<file path="src/rtl/counter_sequencer.sv">
// counter_sequencer: round-robin sharing of one WIDTH-bit up-counter among
// NREQ requesters. The winner gets a run 0..len[i], then a one-cycle done pulse.
// Optional feature: define CNT_SEQ_PAUSE_EN to add the pause input, which
// freezes an active run.
// Handshake: req is a level. grant is one-hot while the counter is owned.
// Dropping the owner's req aborts the run with no done. done fires once,
// registered, in the first idle cycle after a completed run.
// fsm_state exposes the FSM state (0 = IDLE, 1 = RUN) for debug and checkers.
module counter_sequencer #(
    parameter int NREQ  = 4,
    parameter int WIDTH = 8
) (
    input  logic                    clock,
    input  logic                    reset,
    input  logic [NREQ-1:0]         req,
    input  logic [NREQ*WIDTH-1:0]   len,
`ifdef CNT_SEQ_PAUSE_EN
    input  logic                    pause,
`endif
    output logic [NREQ-1:0]         grant,
    output logic                    busy,
    output logic [WIDTH-1:0]        value,
    output logic [NREQ-1:0]         done,
    output logic                    fsm_state
);

    localparam int IW = (NREQ > 1) ? $clog2(NREQ) : 1;

    typedef enum logic {
        IDLE = 1'b0,
        RUN  = 1'b1
    } state_t;

    state_t            state, state_n;
    logic [NREQ-1:0]   grant_n;
    logic [WIDTH-1:0]  value_n;
    logic [NREQ-1:0]   done_n;
    logic [WIDTH-1:0]  target, target_n;
    logic [IW-1:0]     own, own_n;
    logic [IW-1:0]     ptr, ptr_n;
    logic [IW-1:0]     own_next;
    logic              pick_found;
    logic [IW-1:0]     pick_idx;
    logic [IW-1:0]     scan_j;
    logic              hold;

`ifdef CNT_SEQ_PAUSE_EN
    assign hold = pause;
`else
    assign hold = 1'b0;
`endif

    assign busy      = |grant;
    assign fsm_state = logic'(state);
    assign own_next  = (own == IW'(NREQ - 1)) ? '0 : own + 1'b1;

    // Round-robin scan: first requester at or after ptr, wrapping modulo NREQ.
    always_comb begin
        pick_found = 1'b0;
        pick_idx   = '0;
        scan_j     = '0;
        for (int k = 0; k < NREQ; k++) begin
            scan_j = IW'((int'(ptr) + k) % NREQ);
            if (!pick_found && req[scan_j]) begin
                pick_found = 1'b1;
                pick_idx   = scan_j;
            end
        end
    end

    // Next-state logic: grant in IDLE, count / complete / abort in RUN.
    always_comb begin
        state_n  = state;
        grant_n  = grant;
        value_n  = value;
        done_n   = '0;
        target_n = target;
        own_n    = own;
        ptr_n    = ptr;
        case (state)
            IDLE: begin
                // The cycle carrying done is a mandatory cool-down before the
                // next grant, giving at least two grant-free cycles per hand-over.
                if (pick_found && (done == '0)) begin
                    grant_n           = '0;
                    grant_n[pick_idx] = 1'b1;
                    value_n           = '0;
                    target_n          = len[int'(pick_idx)*WIDTH +: WIDTH];
                    own_n             = pick_idx;
                    state_n           = RUN;
                end
            end
            RUN: begin
                if (!req[own]) begin
                    // Abort wins over completion; value keeps its last count.
                    grant_n = '0;
                    ptr_n   = own_next;
                    state_n = IDLE;
                end else if (!hold) begin
                    if (value != target) begin
                        value_n = value + 1'b1;
                    end else begin
                        done_n  = grant;
                        grant_n = '0;
                        ptr_n   = own_next;
                        state_n = IDLE;
                    end
                end
            end
            default: begin
                state_n = IDLE;
                grant_n = '0;
            end
        endcase
    end

    // State and datapath registers with synchronous active-low reset.
    always_ff @(posedge clock) begin
        if (!reset) begin
            state  <= IDLE;
            grant  <= '0;
            value  <= '0;
            done   <= '0;
            target <= '0;
            own    <= '0;
            ptr    <= '0;
        end else begin
            state  <= state_n;
            grant  <= grant_n;
            value  <= value_n;
            done   <= done_n;
            target <= target_n;
            own    <= own_n;
            ptr    <= ptr_n;
        end
    end

endmodule
</file>
<file path="config.mk">
export PLATFORM = sky130hd
export DESIGN_NAME = counter_sequencer
export DESIGN_NICKNAME = d
export VERILOG_FILES = /design/src/rtl/counter_sequencer.sv
export SDC_FILE = /design/constraint.sdc
export NUM_CORES = 1
export LEC_CHECK = 0
export CAP_MARGIN = 25
export CORE_UTILIZATION = 48
export DETAILED_ROUTE_END_ITERATION = 16
export PLACE_DENSITY_LB_ADDON = 0.15
export REMOVE_ABC_BUFFERS = 1
export SKIP_LAST_GASP = 1
export SYNTH_ARGS = -nofsm -noshare
export SYNTH_HDL_FRONTEND = slang
export SYNTH_SLANG_ARGS = --single-unit
</file>
<file path="constraint.sdc">
create_clock -name clock -period 3.84 [get_ports clock]
set_input_delay 0.384 -clock clock [delete_from_list [all_inputs] [get_ports clock]]
set_output_delay 0.384 -clock clock [all_outputs]
set_load 0.02 [all_outputs]
</file>
==> results.sh, run 1 <==
export IMPL_status="finished clean"
export IMPL_maxSlewHeadroom_pct=39.3
export IMPL_final_cell_mix="clkdlybuf4s50_1 (55), dfxtp_1 (29), nand2_1 (26)"
export IMPL_nets=263
export IMPL_path_cells="clkdlybuf4s50_1 > nor4_1 > o31a_1 > nand2_1 > a21o_1 > nand2_1"
export IMPL_route_vias_total=1510
export IMPL_cts_setup_buffers=0
export IMPL_worst_path_max_fanout=21
export IMPL_yosysWarnings=0
export IMPL_grt_start_max_net_pins=22
export IMPL_placedCellCount=260
export IMPL_synth_area_top_cells="dfxtp_1 (37%), mux2i_1 (13%), nand2_1 (6.3%)"
export IMPL_hp_class="reg2reg"
export IMPL_grt_pass1_vias=1380
export IMPL_min_path_cells=2
export IMPL_crit_arrival_ns=2.72
export IMPL_hold_slack_ns=0.496
export IMPL_die_x_um=58.9
export IMPL_drt_iter0_markers=71
export IMPL_critical_path_most_common_cell="nand2_1"
export IMPL_ctsLongestPathBuffers=2
export IMPL_setup_slack_ns=1.40
export IMPL_rows=20
export IMPL_synth_edff_count=0
export IMPL_num_fill_cells=239
export IMPL_finalHoldViolations=0
export IMPL_p_leak_nw=0.878
export IMPL_synth_main_ff_cell="dfxtp_1"
export IMPL_end_kind="flop"
export IMPL_start_util_pct=50.9
export IMPL_max_slew_worst_pin_slew_ns=0.910
export IMPL_ys_types=41
export IMPL_drt_first_pass_iters=4
export IMPL_grt_overflow=0
export IMPL_routed_via_density=5.63
export IMPL_multi_input_area_um2=935
export IMPL_synth_top_area_share_pct=37.4
export IMPL_fmax_mhz=409
export IMPL_startpoint_type="input pin"
export IMPL_finalCritPeriodShare_pct=63.7
export IMPL_dpl_hpwl_mm=2.89
export IMPL_htreeDepth=2
export IMPL_wl_per_cell_um=14.3
export IMPL_seq_area_um2=581
export IMPL_rsz0062_at_grt="false"
export IMPL_post_route_drc_count=0
export IMPL_drv_cap=0
export IMPL_fin_cells=268
export IMPL_gp_congestion=0.838
export IMPL_cts_tree="done"
export IMPL_drive_above_1_share_pct=7.59
export IMPL_placed_cell_area_um2=2140
export IMPL_ioPinCount=56
export IMPL_grt_usage_pct=24.5
export IMPL_finalSetupViolations=0
export IMPL_synth_area_um2=1550
export IMPL_cts_buffers=5
export IMPL_fin_setup_tns_ns=0
export IMPL_core_area_um2=3050
export IMPL_dp_worst_setup_slack_ns=1.10
export IMPL_ys_seq_area_share_pct=37.4
export IMPL_max_stage_delay_ns=0.75
export IMPL_numPortBuffers=55
export IMPL_antenna_cells=0
export IMPL_die_area_um2=3470
export IMPL_finalCriticalPeriod_ns=2.44
export IMPL_drt_wl_total_mm=3.83
export IMPL_cts_sinks=29
export IMPL_syn_area_per_cell_um2=9.35
export IMPL_synthArstFlopShare_pct=0
export IMPL_root_buffer="clkbuf_4"
export IMPL_reg2reg_depth=5
export IMPL_synth_seq_cells=29
export IMPL_criticalPathCategory="in2reg"
export IMPL_ant_nets=0
export IMPL_peakVddDrop_v=0.000204
export IMPL_clk_latency_ns=0.33
export IMPL_cp_slowest_cell="nor4_1"
export IMPL_hold_buffers=0
export IMPL_yosysTopAreaCell="dfxtp_1"
export IMPL_fin_util_pct=72.4
export IMPL_cts_resized=0
export IMPL_worst_ep_required_time_ns=4.11
export IMPL_p_total_uw=787
export IMPL_grt_pass1_wl_mm=6.33
export IMPL_slew_viol_final=0
export IMPL_design_area_um2=2210
export IMPL_mostFrequentLayoutCell="clkdlybuf4s50_1"
export IMPL_finalClockSkew_ns=0.00402
export IMPL_p_per_area_nw_per_um2=356
export IMPL_antenna_found_initial=0
export IMPL_synthCells=166
export IMPL_die_h_um=58.9
export IMPL_area_delta_synth_final_pct=42.4
export IMPL_clkSlewWorstSetupHoldPaths_ns=0.09
-- sequential cells by signal, summed over array words and instances, names as in the netlist --
register / count
own: 2
ptr: 2
done: 4
value: 8
target: 8
fsm_state: 1
grant: 4
-- report_power, final --
group          switching, mW  internal [mW]
clock network          0.110          0.106
logic                  0.107          0.113
registers             0.0243          0.326
-- cell type report --
| class | instances | area share [%] |
|---|---|---|
| multi-input combinational | 128 | 42.3 |
| sequential | 29 | 26.3 |
| timing repair buffer | 57 | 25.5 |
| clock buffer | 7 | 2.94 |
| tap | 44 | 2.49 |
| inverter | 2 | 0.340 |
| clock inverter | 1 | 0.226 |
-- layer usage --
layer  part of all wire (%)  GRT usage [%]
met1                     43           30.6
met2                     49           39.8
met3                    6.2           7.25
met4                    1.2           9.18
met5                      0              0
-- critical path: cells and delay by family --
family / cells / cell delay [ns]
AOI/OAI and AO/OA: 2 / 0.92
buffers and inverters: 1 / 0.47
and+or+nand+nor: 3 / 0.93
-- worst paths after layout --
check	startpoint	slack [ns]	end
setup / recovery	req[0]	1.40	value[5]
hold / removal	target[3]	0.50	target[3]
hold reg to reg	target[3]	0.50	target[3]
setup reg to reg	value[0]	1.60	value[1]
-- cell usage after synthesis, types with 2 or more instances --
master / n
xnor2_1: 2
nand2_1: 26
buf_2: 3
dfxtp_1: 29
a21oi_1: 5
nand4b_1: 4
nand2b_1: 3
a31o_1: 2
nor4_1: 3
and2_1: 6
nor2b_1: 3
nor2_1: 7
a21o_1: 3
xor2_1: 8
a32o_1: 2
o221ai_1: 7
nor3_1: 5
mux2i_1: 20
a211oi_1: 2
ha_1: 2
clkbuf_1: 4
-- kinds of logic (layout without fill, tap and decap cells) --
logic type	after synthesis	count (layout)	share of synthesized area, %
fa+ha+maj	2	2	1.61
flops	29	29	37.4
mux	21	21	14.3
buf+inv	9	67	2.42
compound gates	28	28	14.6
xor+xnor	10	10	5.64
simple gates	67	67	24.0
No activity file was read; power rests on OpenSTA's default activity.
==> inputs of run 2 (changes only) <==
Settings changed: CORE_UTILIZATION 48 to 44.
Clock period 3.84 ns to 2.5 ns, I/O delays scaled along.
==> results.sh, run 2 (synthesis gave the netlist of run 1 again) <==
export IMPL_worst_ep_required_time_ns=2.73
export IMPL_reg_top3="target (8), value (8)"
export IMPL_grt_usage_pct=20.7
export IMPL_routed_via_density=5.31
export IMPL_die_h_um=61.4
export IMPL_crit_arrival_ns=2.39
export IMPL_antenna_cells=0
export IMPL_drt_iter0_markers=39
export IMPL_dpl_hpwl_mm=2.87
export IMPL_cts_resized=0
export IMPL_drv_cap=0
export IMPL_numPortBuffers=55
export IMPL_cts_tree="done"
export IMPL_post_route_drc_count=0
export IMPL_cts_setup_buffers=0
export IMPL_finalCritPeriodShare_pct=86.1
export IMPL_use_met1_pct=23.4
export IMPL_peakVddDrop_v=0.000327
export IMPL_p_per_area_nw_per_um2=523
export IMPL_hold_buffers=0
export IMPL_rows=21
export IMPL_design_area_um2=2230
export IMPL_worst_path_max_fanout=9
export IMPL_htreeDepth=2
export IMPL_fmax_mhz=465
export IMPL_finalClockSkew_ns=0.0115
export IMPL_placed_cell_area_um2=2180
export IMPL_grt_busiest_layer="met2"
export IMPL_clk_latency_ns=0.33
export IMPL_root_buffer="clkbuf_4"
export IMPL_finalCriticalPeriod_ns=2.15
export IMPL_use_met2_pct=36.0
export IMPL_start_util_pct=46.2
export IMPL_holdPathEnd="target[3]"
export IMPL_grt_start_max_net_pins=22
export IMPL_ioPinCount=56
export IMPL_gp_congestion=0.885
export IMPL_ant_nets=0
export IMPL_nets=268
export IMPL_die_area_um2=3770
export IMPL_core_area_um2=3360
export IMPL_hp_class="reg2reg"
export IMPL_use_met3_pct=7.14
export IMPL_finalSetupViolations=0
export IMPL_drt_first_pass_iters=4
export IMPL_p_leak_nw=0.896
export IMPL_criticalPathCategory="reg2reg"
export IMPL_clkSlewWorstSetupHoldPaths_ns=0.09
export IMPL_cts_sinks=29
export IMPL_multi_input_area_um2=935
export IMPL_grt_overflow=0
export IMPL_final_cell_mix="clkdlybuf4s50_1 (55), dfxtp_1 (29), nand2_1 (26)"
export IMPL_hold_start="target[3]"
export IMPL_reg2reg_depth=4
export IMPL_ctsLongestPathBuffers=2
export IMPL_startpoint_type="flop"
export IMPL_fin_cells=275
export IMPL_fin_setup_tns_ns=0
export IMPL_r2r_end="target[1]"
export IMPL_area_delta_synth_final_pct=43.9
export IMPL_cts_buffers=5
export IMPL_drt_wl_total_mm=3.74
export IMPL_route_vias_total=1461
export IMPL_mostFrequentLayoutCell="clkdlybuf4s50_1"
export IMPL_grt_pass1_wl_mm=5.63
export IMPL_reg2reg_from="done[1]"
export IMPL_slew_viol_final=0
export IMPL_reg2reg_slack_ns=0.35
export IMPL_die_x_um=61.4
export IMPL_status="finished clean"
export IMPL_maxSlewHeadroom_pct=41.9
export IMPL_seq_area_um2=581
export IMPL_antenna_found_initial=0
export IMPL_placedCellCount=267
export IMPL_min_path_cells=2
export IMPL_rsz0062_at_grt="false"
export IMPL_drive_above_1_share_pct=9.17
export IMPL_wl_per_cell_um=13.6
export IMPL_finalHoldViolations=0
export IMPL_max_slew_worst_pin_slew_ns=0.871
export IMPL_num_fill_cells=311
export IMPL_end_kind="flop"
export IMPL_grt_pass1_vias=1297
-- run 2: cell count changes in the layout (fill, tap and decap cells not counted) --
cell      before  now
buf_4          1    7
clkbuf_8       2    0
buf_2          1    0
clkbuf_1       0    1
clkinv_2       1    2
-- run 2: worst max path at each step --
stage / startpoint / endpoint / slack, ns / depth (start not counted)
2_1_floorplan: done[1] / grant[1] / 0.46 / 5
3_3_place_gp: reset / target[0] / 0.25 / 5
3_5_place_dp: reset / target[1] / 0.17 / 5
4_1_cts: done[1] / target[1] / 0.34 / 4
5_1_grt: done[1] / target[1] / 0.26 / 4
6_report: done[1] / target[1] / 0.35 / 4
-- run 2: layout make-up --
cell class / count / area share [%]
Clock buffer: 6 / 1.85
Clock inverter: 2 / 0.448
Multi-Input combinational cell: 128 / 41.8
Timing Repair Buffer: 62 / 27.0
Tap cell: 46 / 2.58
Inverter: 2 / 0.336
Sequential cell: 29 / 26.0
-- run 2: stage by stage --
step | hold WS (ns) | setup WS, ns | util (%) | total power, mW
floorplan | 0.396 | 0.457 | - | 0.743
global placement | 0.470 | 0.254 | 64.9 | 0.895
detailed placement | 0.478 | 0.172 | 64.9 | 0.905
CTS | 0.499 | 0.344 | 66.4 | 1.17
global route | 0.519 | 0.257 | 66.4 | 1.23
finish | 0.501 | 0.348 | 66.4 | 1.17
-- run 2: routing by layer --
metal,routed length (um),vias to the layer above,share of wire [%]
met5,0,-,0
met4,56,0,1.5
li1,-,737,-
met1,1610,675,43
met3,204,7,5.5
met2,1870,42,50
-- run 2: critical path, stage by stage, from the launching register on --
cell	delay [ns]
dfxtp_1	0.32
or4_4	0.57
nor4_4	0.26
or4b_1	0.67
o221ai_1	0.24
-- run 2: where the power goes --
group / leakage, nW / switching (mW) / internal, mW
combinational: 0.627 / 0.167 / 0.192
sequential: 0.237 / 0.0360 / 0.502
clock: 0.0320 / 0.165 / 0.107
total: 0.896 / 0.367 / 0.801
